## src/rtl/bubbledrive8_flashbus_arb.sv

```systemverilog
// Two-master arbiter for the shared W25Q32 SPI flash bus (emulator core vs USB/MPSSE).
// All flash pins are registered, so an ownership change can never glitch nROMCS.
module bubbledrive8_flashbus_arb #(
  parameter int GUARD_CYCLES   = 4,
  parameter int TIMEOUT_CYCLES = 65535,
  parameter bit PRIO_EMU       = 1'b1
) (
  input  logic MCLK,
  input  logic nRESET,
  input  logic nREQ_EMU,
  output logic nGNT_EMU,
  input  logic nCS_EMU,
  input  logic MOSI_EMU,
  input  logic CLK_EMU,
  output logic MISO_EMU,
  input  logic nREQ_USB,
  output logic nGNT_USB,
  input  logic nCS_USB,
  input  logic MOSI_USB,
  input  logic CLK_USB,
  output logic MISO_USB,
  output logic nROMCS,
  output logic ROMMOSI,
  output logic ROMCLK,
  input  logic ROMMISO,
  output logic nBUSY,
  output logic TIMEOUT
);

  localparam int TW = (TIMEOUT_CYCLES > 0) ? $clog2(TIMEOUT_CYCLES + 1) : 1;
  localparam int GW = $clog2(GUARD_CYCLES + 1);
  localparam logic [TW-1:0] TIMEOUT_LAST = TW'((TIMEOUT_CYCLES > 0) ? TIMEOUT_CYCLES - 1 : 0);
  localparam logic [GW-1:0] GUARD_LAST   = GW'(GUARD_CYCLES - 1);

  typedef enum logic [1:0] {
    S_IDLE,
    S_GRANT_EMU,
    S_GRANT_USB,
    S_GUARD
  } state_t;

  state_t          state_q, state_d;
  logic [TW-1:0]   idle_cnt_q, idle_cnt_d;
  logic [GW-1:0]   guard_cnt_q, guard_cnt_d;
  logic            last_usb_q, last_usb_d;
  logic            mask_emu_q, mask_emu_d;
  logic            mask_usb_q, mask_usb_d;
  logic            ngnt_emu_q, ngnt_emu_d;
  logic            ngnt_usb_q, ngnt_usb_d;
  logic            nromcs_q, nromcs_d;
  logic            rommosi_q, rommosi_d;
  logic            romclk_q, romclk_d;
  logic            nbusy_q, nbusy_d;
  logic            timeout_q, timeout_d;

  logic owner_usb, own_nreq, own_ncs, own_mosi, own_clk;
  logic req_emu, req_usb, timeout_hit;

  always_comb begin
    owner_usb = (state_q == S_GRANT_USB);
    own_nreq  = owner_usb ? nREQ_USB : nREQ_EMU;
    own_ncs   = owner_usb ? nCS_USB  : nCS_EMU;
    own_mosi  = owner_usb ? MOSI_USB : MOSI_EMU;
    own_clk   = owner_usb ? CLK_USB  : CLK_EMU;
    // A master revoked by timeout stays ineligible until its request is seen high.
    req_emu   = ~nREQ_EMU & ~mask_emu_q;
    req_usb   = ~nREQ_USB & ~mask_usb_q;
    timeout_hit = (TIMEOUT_CYCLES != 0) && own_ncs && (idle_cnt_q == TIMEOUT_LAST);

    state_d     = state_q;
    idle_cnt_d  = idle_cnt_q;
    guard_cnt_d = guard_cnt_q;
    last_usb_d  = last_usb_q;
    mask_emu_d  = mask_emu_q & ~nREQ_EMU;
    mask_usb_d  = mask_usb_q & ~nREQ_USB;
    nromcs_d    = 1'b1;
    rommosi_d   = 1'b0;
    romclk_d    = 1'b0;
    timeout_d   = 1'b0;

    case (state_q)
      S_IDLE: begin
        if (req_emu && (!req_usb || PRIO_EMU || last_usb_q)) begin
          state_d    = S_GRANT_EMU;
          last_usb_d = 1'b0;
          idle_cnt_d = '0;
        end else if (req_usb) begin
          state_d    = S_GRANT_USB;
          last_usb_d = 1'b1;
          idle_cnt_d = '0;
        end
      end
      S_GRANT_EMU, S_GRANT_USB: begin
        if (own_nreq) begin
          state_d     = S_GUARD;
          guard_cnt_d = '0;
        end else if (timeout_hit) begin
          state_d     = S_GUARD;
          guard_cnt_d = '0;
          timeout_d   = 1'b1;
          if (owner_usb) mask_usb_d = 1'b1;
          else           mask_emu_d = 1'b1;
        end else begin
          nromcs_d   = own_ncs;
          rommosi_d  = own_mosi;
          romclk_d   = own_clk;
          idle_cnt_d = !own_ncs ? '0 :
                       (idle_cnt_q == '1) ? idle_cnt_q : idle_cnt_q + 1'b1;
        end
      end
      S_GUARD: begin
        if (guard_cnt_q == GUARD_LAST) state_d = S_IDLE;
        else                           guard_cnt_d = guard_cnt_q + 1'b1;
      end
      default: state_d = S_IDLE;
    endcase

    ngnt_emu_d = (state_d != S_GRANT_EMU);
    ngnt_usb_d = (state_d != S_GRANT_USB);
    nbusy_d    = (state_d == S_IDLE);
  end

  always_ff @(posedge MCLK) begin
    if (!nRESET) begin
      state_q     <= S_IDLE;
      idle_cnt_q  <= '0;
      guard_cnt_q <= '0;
      last_usb_q  <= 1'b0;
      mask_emu_q  <= 1'b0;
      mask_usb_q  <= 1'b0;
      ngnt_emu_q  <= 1'b1;
      ngnt_usb_q  <= 1'b1;
      nromcs_q    <= 1'b1;
      rommosi_q   <= 1'b0;
      romclk_q    <= 1'b0;
      nbusy_q     <= 1'b1;
      timeout_q   <= 1'b0;
    end else begin
      state_q     <= state_d;
      idle_cnt_q  <= idle_cnt_d;
      guard_cnt_q <= guard_cnt_d;
      last_usb_q  <= last_usb_d;
      mask_emu_q  <= mask_emu_d;
      mask_usb_q  <= mask_usb_d;
      ngnt_emu_q  <= ngnt_emu_d;
      ngnt_usb_q  <= ngnt_usb_d;
      nromcs_q    <= nromcs_d;
      rommosi_q   <= rommosi_d;
      romclk_q    <= romclk_d;
      nbusy_q     <= nbusy_d;
      timeout_q   <= timeout_d;
    end
  end

  assign nGNT_EMU = ngnt_emu_q;
  assign nGNT_USB = ngnt_usb_q;
  assign nROMCS   = nromcs_q;
  assign ROMMOSI  = rommosi_q;
  assign ROMCLK   = romclk_q;
  assign nBUSY    = nbusy_q;
  assign TIMEOUT  = timeout_q;
  // Read data is passed straight through so the owner samples it in the same MCLK.
  assign MISO_EMU = (state_q == S_GRANT_EMU) ? ROMMISO : 1'b1;
  assign MISO_USB = (state_q == S_GRANT_USB) ? ROMMISO : 1'b1;

endmodule

```

## config.mk

```make
export PLATFORM = sky130hd
export DESIGN_NAME = bubbledrive8_flashbus_arb
export DESIGN_NICKNAME = d
export VERILOG_FILES = /design/src/rtl/bubbledrive8_flashbus_arb.sv
export SDC_FILE = /design/constraint.sdc
export NUM_CORES = 1
export LEC_CHECK = 0
export ABC_AREA = 1
export CORE_ASPECT_RATIO = 1.1
export CORE_MARGIN = 1
export CORE_UTILIZATION = 40
export CTS_CLUSTER_SIZE = 20
export DETAILED_ROUTE_END_ITERATION = 8
export PLACE_DENSITY_LB_ADDON = 0.15
export SETUP_SLACK_MARGIN = 0.4
export SYNTH_ARGS = -nofsm -noshare
export SYNTH_HDL_FRONTEND = slang
export SYNTH_SLANG_ARGS = --single-unit
```

## constraint.sdc

```tcl
create_clock -name MCLK -period 1.8 [get_ports MCLK]
set_input_delay 0.45 -clock MCLK [delete_from_list [all_inputs] [get_ports MCLK]]
set_output_delay 0.45 -clock MCLK [all_outputs]
set_load 0.05 [all_outputs]
```

==> metrics.yaml, run 1 <==
run_status:
  status: "completed"
worst_setup_path:
  arrival_ns: 1.21
  endpoint_kind: "primary output"
  cp_max_fo: 6
  criticalPathCategory: "reg -> out"
  start_kind: "flip-flop"
  startpoint: "state_q[0]"
  critPathRequiredTime_ns: 1.35
  r2r_setup_slack_ns: 0.15
  worstRegToRegCells: 12
  r2r_end: "idle_cnt_q[12]"
  reg2reg_from: "state_q[0]"
  crit_path_end: "MISO_USB"
die:
  start_util: 0.414
  fp.dieW_um: 67.9
  num_rows: 26
  fp.coreArea_mm2: 0.00462
  dieArea_mm2: 0.00506
  die_y_um: 74.5
  io_pins: 20
synthesis:
  ys.flop_type: "dfxtp_1"
  ys_seq_area_frac: 0.314
  synth_area_leader_cell: "dfxtp_1"
  ys_warn_count: 0
  synth_area_leaders: "dfxtp_1, nand2_1, nor2_1"
  ys_async_sr_fraction: 0
  netlist_instances: 282
  syn_area_per_cell_um2: 6.78
  ys_ff_latch: 30
  synth-edff-count: 0
  synth_top_area_share: 0.314
  syn-num-nets: 301
  syn-cell-area_mm2: 0.00191
  synth_cell_types: 32
power:
  p_sw_w: 0.00219
  power_switching_share: 0.470
  peakVddDrop_mv: 0.696
  p_int_w: 0.00247
  leakage_nw: 1.20
  combPwrFrac: 0.668
  p_total_w: 0.00466
  power.density_mw_per_mm2: 1640
  clkPwrFrac: 0.139
  p_seq_frac: 0.193
place:
  dpl_cell_area_mm2: 0.00235
  dp_hpwl_mm: 3.28
  numPortBuffers: 19
  gp_congestion: 0.853
  place_ws_ns: -0.231
sta:
  period_share: 0.924
  maxSlewViolCount: 0
  fin_crit_ns: 1.66
  tightest_slew_ns: 0.402
  max_slew_margin: 0.732
  max_freq_mhz: 601
  rsz0062_at_grt: "true"
  clock-skew-final_ns: 0.00416
  setup_viol: 0
  finalHoldViolations: 0
  timing.final.ws_setup_ns: 0.137
grt:
  grt_use_total: 0.198
  global_route.peak_usage_layer: "met2"
  grt_max_degree: 15
  grt_pass1_vias: 1744
  grt_use_met3: 0.0460
  grt_first_pass_wirelength_mm: 7.54
  grt_use_met1: 0.229
  grt_util_met2: 0.348
  antenna_found_initial: 0
  grt-ovfl-total: 0
hold_path:
  hold_path.class: "reg -> reg"
detailed_routing:
  drt_iter0_drc: 57
  wl_mm: 4.99
  antenna_left: 0
  drc_errors: 0
  vias: 1971
  firstDrtPassIters: 4
  route.detailed.wl_per_inst_um: 12.6
  via_per_inst: 4.96
cts:
  cts_root_buf: "clkbuf_8"
  clk_pin_slew_ns: 0.06
  insertion_delay_ns: 0.28
  clockBufferDepth: 2
  cts_buffers: 5
  cts_tree: "built"
  cts_sinks: 30
  hold_buffers: 0
  htreeDepth: 2
layout:
  nNetsFinal: 359
  area_growth_pct: 49.0
  fin_area_mm2: 0.00285
  final_layout_size_suffix_gt1_frac: 0.428
  diodes: 0
run:
  drv_cap: 0
-- worst min-delay path by stage --
stage / start / endpoint / cells past startpoint
2_1_floorplan: guard_cnt_q[2] / guard_cnt_q[2] / 2
3_3_place_gp: guard_cnt_q[2] / guard_cnt_q[2] / 2
3_5_place_dp: guard_cnt_q[2] / guard_cnt_q[2] / 2
4_1_cts: guard_cnt_q[2] / guard_cnt_q[2] / 2
5_1_grt: nREQ_EMU / mask_emu_q / 3
6_report: guard_cnt_q[2] / guard_cnt_q[2] / 2
-- layout make-up --
cell class	count	area (um^2)
inverters	31	121
flip-flops and latches	30	614
well taps	56	70.1
multi-input cells	215	1430
fillers	413	1770
clock buffers	8	110
repair buffers	57	499
-- synthesized netlist by cell type (2+ instances only) --
| cell | instances |
|---|---|
| inv_1 | 29 |
| nor2_4 | 2 |
| clkbuf_1 | 4 |
| nand4_1 | 4 |
| nand3_1 | 34 |
| or2_2 | 2 |
| ha_1 | 8 |
| dfxtp_1 | 30 |
| nor3_1 | 3 |
| nand3b_1 | 2 |
| o21ai_0 | 8 |
| nand2_4 | 3 |
| o21a_1 | 2 |
| nand2_1 | 60 |
| a21oi_1 | 14 |
| inv_2 | 2 |
| a21o_1 | 2 |
| nand2_2 | 4 |
| nor4_1 | 2 |
| nor2_2 | 2 |
| nor2_1 | 46 |
| nor2_8 | 2 |
| a21oi_2 | 8 |
-- per-stage QoR --
| stage | util | instances | setup TNS [ns] | hold WS [ns] |
|---|---|---|---|---|
| 2_1_floorplan | - | 282 | 0 | 0.437 |
| 3_3_place_gp | 0.508 | 375 | -3.77 | 0.452 |
| 3_5_place_dp | 0.508 | 375 | -4.35 | 0.458 |
| 4_1_cts | 0.568 | 390 | 0 | 0.469 |
| 5_1_grt | 0.616 | 397 | 0 | 0.503 |
| 6_report | 0.616 | 397 | 0 | 0.462 |
-- logic make-up (layout without fill, tap and decap cells) --
kind of cell | Yosys count | count (layout) | synth area share
AOI/OAI and AO/OA | 37 | 37 | 0.122
DFF | 30 | 30 | 0.314
xor gates and xnor gates | 1 | 1 | 0.00458
adders and majority gates | 8 | 8 | 0.0524
and+or+nand+nor | 168 | 169 | 0.418
buffers and inverters | 38 | 96 | 0.0890
-- power by group through the flow --
stage / clock network (W) / logic, W / registers, W
after CTS: 0.000667 / 0.00256 / 0.000894
after global placement: 0 / 0.00212 / 0.000896
after global routing: 0.000690 / 0.00335 / 0.000914
after floorplan: 0 / 0.00149 / 0.00103
final: 0.000648 / 0.00311 / 0.000898
after detailed placement: 0 / 0.00213 / 0.000896
-- registers in the layout (all words and copies together), names as in the netlist --
register and cells:
idle_cnt_q 16, guard_cnt_q 3, state_q 2, ROMCLK 1, ROMMOSI 1, TIMEOUT 1, mask_emu_q 1, mask_usb_q 1
nBUSY 1, nGNT_EMU 1, nGNT_USB 1, nROMCS 1
-- repair_timing --
item / 4_1_cts / 5_1_grt
gates resized for setup: 35 / 41
pin swaps: 12 / 15
cloned: 1 / 1
endpoints found under the setup margin: 31 / 32
setup buffers: 6 / 6
endpoints found under the hold margin: 0 / 0
-- layout by cell type (no fill, tap or decap), types with 3 or more instances in the layout --
| master | Yosys | layout |
|---|---|---|
| a21oi_2 | 8 | 14 |
| nor3_1 | 3 | 3 |
| ha_4 | 0 | 3 |
| dlygate4sd2_1 | 0 | 3 |
| buf_6 | 1 | 6 |
| nor2_2 | 2 | 5 |
| o21ai_0 | 8 | 4 |
| nor2_1 | 46 | 41 |
| inv_1 | 29 | 23 |
| nand2_2 | 4 | 16 |
| a21oi_1 | 14 | 8 |
| nand2_4 | 3 | 5 |
| nand3_1 | 34 | 19 |
| buf_4 | 1 | 39 |
| nor2_4 | 2 | 4 |
| clkbuf_8 | 0 | 8 |
| inv_2 | 2 | 6 |
| ha_1 | 8 | 5 |
| dfxtp_2 | 0 | 5 |
| nand4_1 | 4 | 4 |
| nand3_2 | 1 | 15 |
| nand2_1 | 60 | 45 |
| dfxtp_1 | 30 | 23 |
| o21ai_2 | 1 | 3 |
| clkdlybuf4s50_1 | 0 | 6 |
-- critical path: stages (launching register included) --
cell,delay [ns]
dfxtp_4,0.36
inv_4,0.08
ha_4,0.18
buf_4,0.13
nand2_4,0.04
buf_12,0.14
-- layer usage --
metal / vias to the layer above / share of wire
met2: 35 / 0.53
met1: 897 / 0.43
met3: 8 / 0.034
met4: 0 / 0.013
met5: - / 0
li1: 1031 / -
(Power assumes the default switching activity.)
==> run 2: changes to the inputs <==
--- a/config.mk
+++ b/config.mk
@@ -7,10 +7,11 @@
 export LEC_CHECK = 0
 export ABC_AREA = 1
 export CORE_ASPECT_RATIO = 1.1
-export CORE_MARGIN = 1
+export CORE_MARGIN = 2
 export CORE_UTILIZATION = 40
 export CTS_CLUSTER_SIZE = 20
 export DETAILED_ROUTE_END_ITERATION = 8
+export DONT_BUFFER_PORTS = 1
 export PLACE_DENSITY_LB_ADDON = 0.15
 export SETUP_SLACK_MARGIN = 0.4
 export SYNTH_ARGS = -nofsm -noshare
==> run 2 against run 1 <==
Net effect:
- via count decreased by 4.7%
- clock skew up 0.0027 ns
- die area up 5.7%
- sequential power grew 17%
- clock power increased by 32%
- count of clock-buffer cells in the layout decreased by 2
- worst setup slack better by 0.021 ns
- register-to-register slack about the same
- power is 3.8% lower
- sequential cell count unchanged
==> metrics.yaml, run 2 (synthesis gave the netlist of run 1 again) <==
detailed_routing:
  route.detailed.wl_per_inst_um: 13.2  # +4.6%
  antenna_left: 0  # unchanged
  wl_mm: 4.82  # -3.5%
  via_per_inst: 5.13  # +3.4%
  drt_iter0_drc: 45  # -21%
  drc_errors: 0  # unchanged
  vias: 1878  # -4.7%
  firstDrtPassIters: 4  # unchanged
place:
  numPortBuffers: 0  # -19
  gp_congestion: 0.814  # -4.6%
  dp_hpwl_mm: 3.24  # -1.1%
cts:
  cts_sinks: 30  # unchanged
  htreeDepth: 2  # unchanged
  insertion_delay_ns: 0.28  # about the same
  cts_tree: "built"
  cts_buffers: 5  # unchanged
  clockBufferDepth: 2  # unchanged
  hold_buffers: 0  # unchanged
  clk_pin_slew_ns: 0.07  # about the same
  cts_root_buf: "clkbuf_8"
worst_setup_path:
  worstRegToRegCells: 12  # unchanged
  slowest_stage: "dfxtp_4"
  endpoint_kind: "flip-flop"
  arrival_ns: 1.86  # +0.65 ns
  cp_max_fo: 5  # -1
  critPathRequiredTime_ns: 2.02  # +0.67 ns
  cp_cell_sequence: "inv_4, ha_4, nand2_2, inv_2, nor2_8, nor2_4, nand2_4, nand3_2, nand2_4, buf_6, nand3_1, a21oi_2"
  cp_top_family: "simple AND/OR/NAND/NOR gates"
  crit_buf_inv: 3  # unchanged
  reg2reg_from: "state_q[0]"
  worst-path-stages: 12  # +7
  cp_common_cell: "nand2_4"
  criticalPathCategory: "reg -> reg"
  start_kind: "flip-flop"
  slowest_delay_ns: 0.36  # about the same
  r2r_end: "idle_cnt_q[10]"
  startpoint: "state_q[0]"
  r2r_setup_slack_ns: 0.16  # about the same
power:
  leakage_nw: 1.04  # -13%
  clkPwrFrac: 0.191  # +0.052
  combPwrFrac: 0.574  # -0.094
  peakVddDrop_mv: 0.892  # +28%
  power.density_mw_per_mm2: 1720  # +5.2%
  power_switching_share: 0.458  # -0.0119
  p_int_w: 0.00243  # -1.7%
  p_sw_w: 0.00205  # -6.3%
  p_seq_frac: 0.235  # +0.042
grt:
  grt_util_met2: 0.320  # -0.0276
  grt-ovfl-total: 0  # unchanged
  grt_use_met3: 0.0331  # -0.0129
  grt_first_pass_wirelength_mm: 7.99  # +6.0%
  grt_pass1_vias: 1776  # +1.8%
  antenna_found_initial: 0  # unchanged
  global_route.peak_usage_layer: "met2"
  grt_use_total: 0.183  # -0.0157
  grt_max_degree: 19  # +4
  grt_use_met1: 0.227  # -0.00225
sta:
  finalHoldViolations: 0  # unchanged
  maxSlewViolCount: 0  # unchanged
  holdWs_ns: 0.272  # -0.189 ns
  tns_ns: 0  # unchanged
  period_share: 0.912  # -0.0119
  tightest_slew_ns: 0.540  # +0.139 ns
  max_freq_mhz: 609  # +1.3%
  rsz0062_at_grt: "true"
  setup_viol: 0  # unchanged
  max_slew_margin: 0.639  # -0.0925
  clock-skew-final_ns: 0.00684  # +0.00268 ns
  fin_crit_ns: 1.64  # -0.0214 ns
layout:
  final_cell_mix: "nand2_1, nor2_1, inv_1"
  diodes: 0  # unchanged
  regMostFlops: "idle_cnt_q"
  reg.largest.list: "idle_cnt_q: 16 flops, guard_cnt_q: 3 flops, state_q: 2 flops"
  layout.cells.most_common: "nand2_1"
  area_growth_pct: 36.2
  largest_reg_flops: 16  # unchanged
  nNetsFinal: 328  # -8.6%
  final_layout_size_suffix_gt1_frac: 0.406  # -0.0217
  fillers: 451  # +9.2%
run_status:
  status: "completed"
hold_path:
  hold_path_depth: 2  # unchanged
  worstHoldEndpoint: "idle_cnt_q[1]"
  hp-start: "nRESET"
  hold_path.class: "in -> reg"
die:
  dieArea_mm2: 0.00535  # +5.7%
  fp.coreArea_mm2: 0.00462  # unchanged
  io_pins: 20  # unchanged
  num_rows: 26  # unchanged
  start_util: 0.414  # unchanged
  fp.dieW_um: 69.9  # +2.9%
  die_y_um: 76.5  # +2.7%
run:
  drv_cap: 0  # unchanged
## run 2: worst max path at each step
stage                     endpoint
floorplan           idle_cnt_q[15]
global placement    idle_cnt_q[12]
detailed placement  idle_cnt_q[12]
CTS                 idle_cnt_q[14]
global route        idle_cnt_q[13]
finish              idle_cnt_q[10]
## run 2: per-layer routing
layer | vias up | part of all wire
li1 | 962 | -
met2 | 37 | 0.52
met5 | - | 0
met1 | 875 | 0.44
met3 | 4 | 0.032
met4 | 0 | 0.0075
## run 2: stage by stage
step	util	setup WS (ns)	power, W	std cells	cell area [um^2]
4_1_cts	0.534	0.138	0.00428	362	2470
5_1_grt	0.564	0.0621	0.00478	366	2600
3_5_place_dp	0.447	0.0781	0.00278	344	2070
3_3_place_gp	0.447	0.0610	0.00278	344	2070
2_1_floorplan	-	0.134	0.00252	282	1960
6_report	0.564	0.158	0.00448	366	2600
## run 2: final cells by class
cell class	instances	area, um^2	share of cell area
Inverter	31	119	0.0457
Timing Repair Buffer	27	225	0.0865
Clock buffer	6	82.6	0.0317
Clock inverter	2	60.1	0.0231
Sequential cell	30	618	0.237
Tap cell	56	70.1	0.0269
Multi-Input combinational cell	214	1430	0.549
## run 2: what timing repair did
item                       in CTS  in global routing
pin swaps                      19                 11
gates resized for setup        43                 32
buffers inserted                9                  4
cloned                          1                  0
setup endpoints to repair      30                 32
## run 2: power by group through the flow
stage               Combinational, W  Sequential (W)  Clock (W)
global placement             0.00173         0.00105          0
detailed placement           0.00173         0.00105          0
floorplan                    0.00149         0.00103          0
CTS                          0.00235         0.00105   0.000872
finish                       0.00257         0.00105   0.000856
global route                 0.00281         0.00107   0.000905
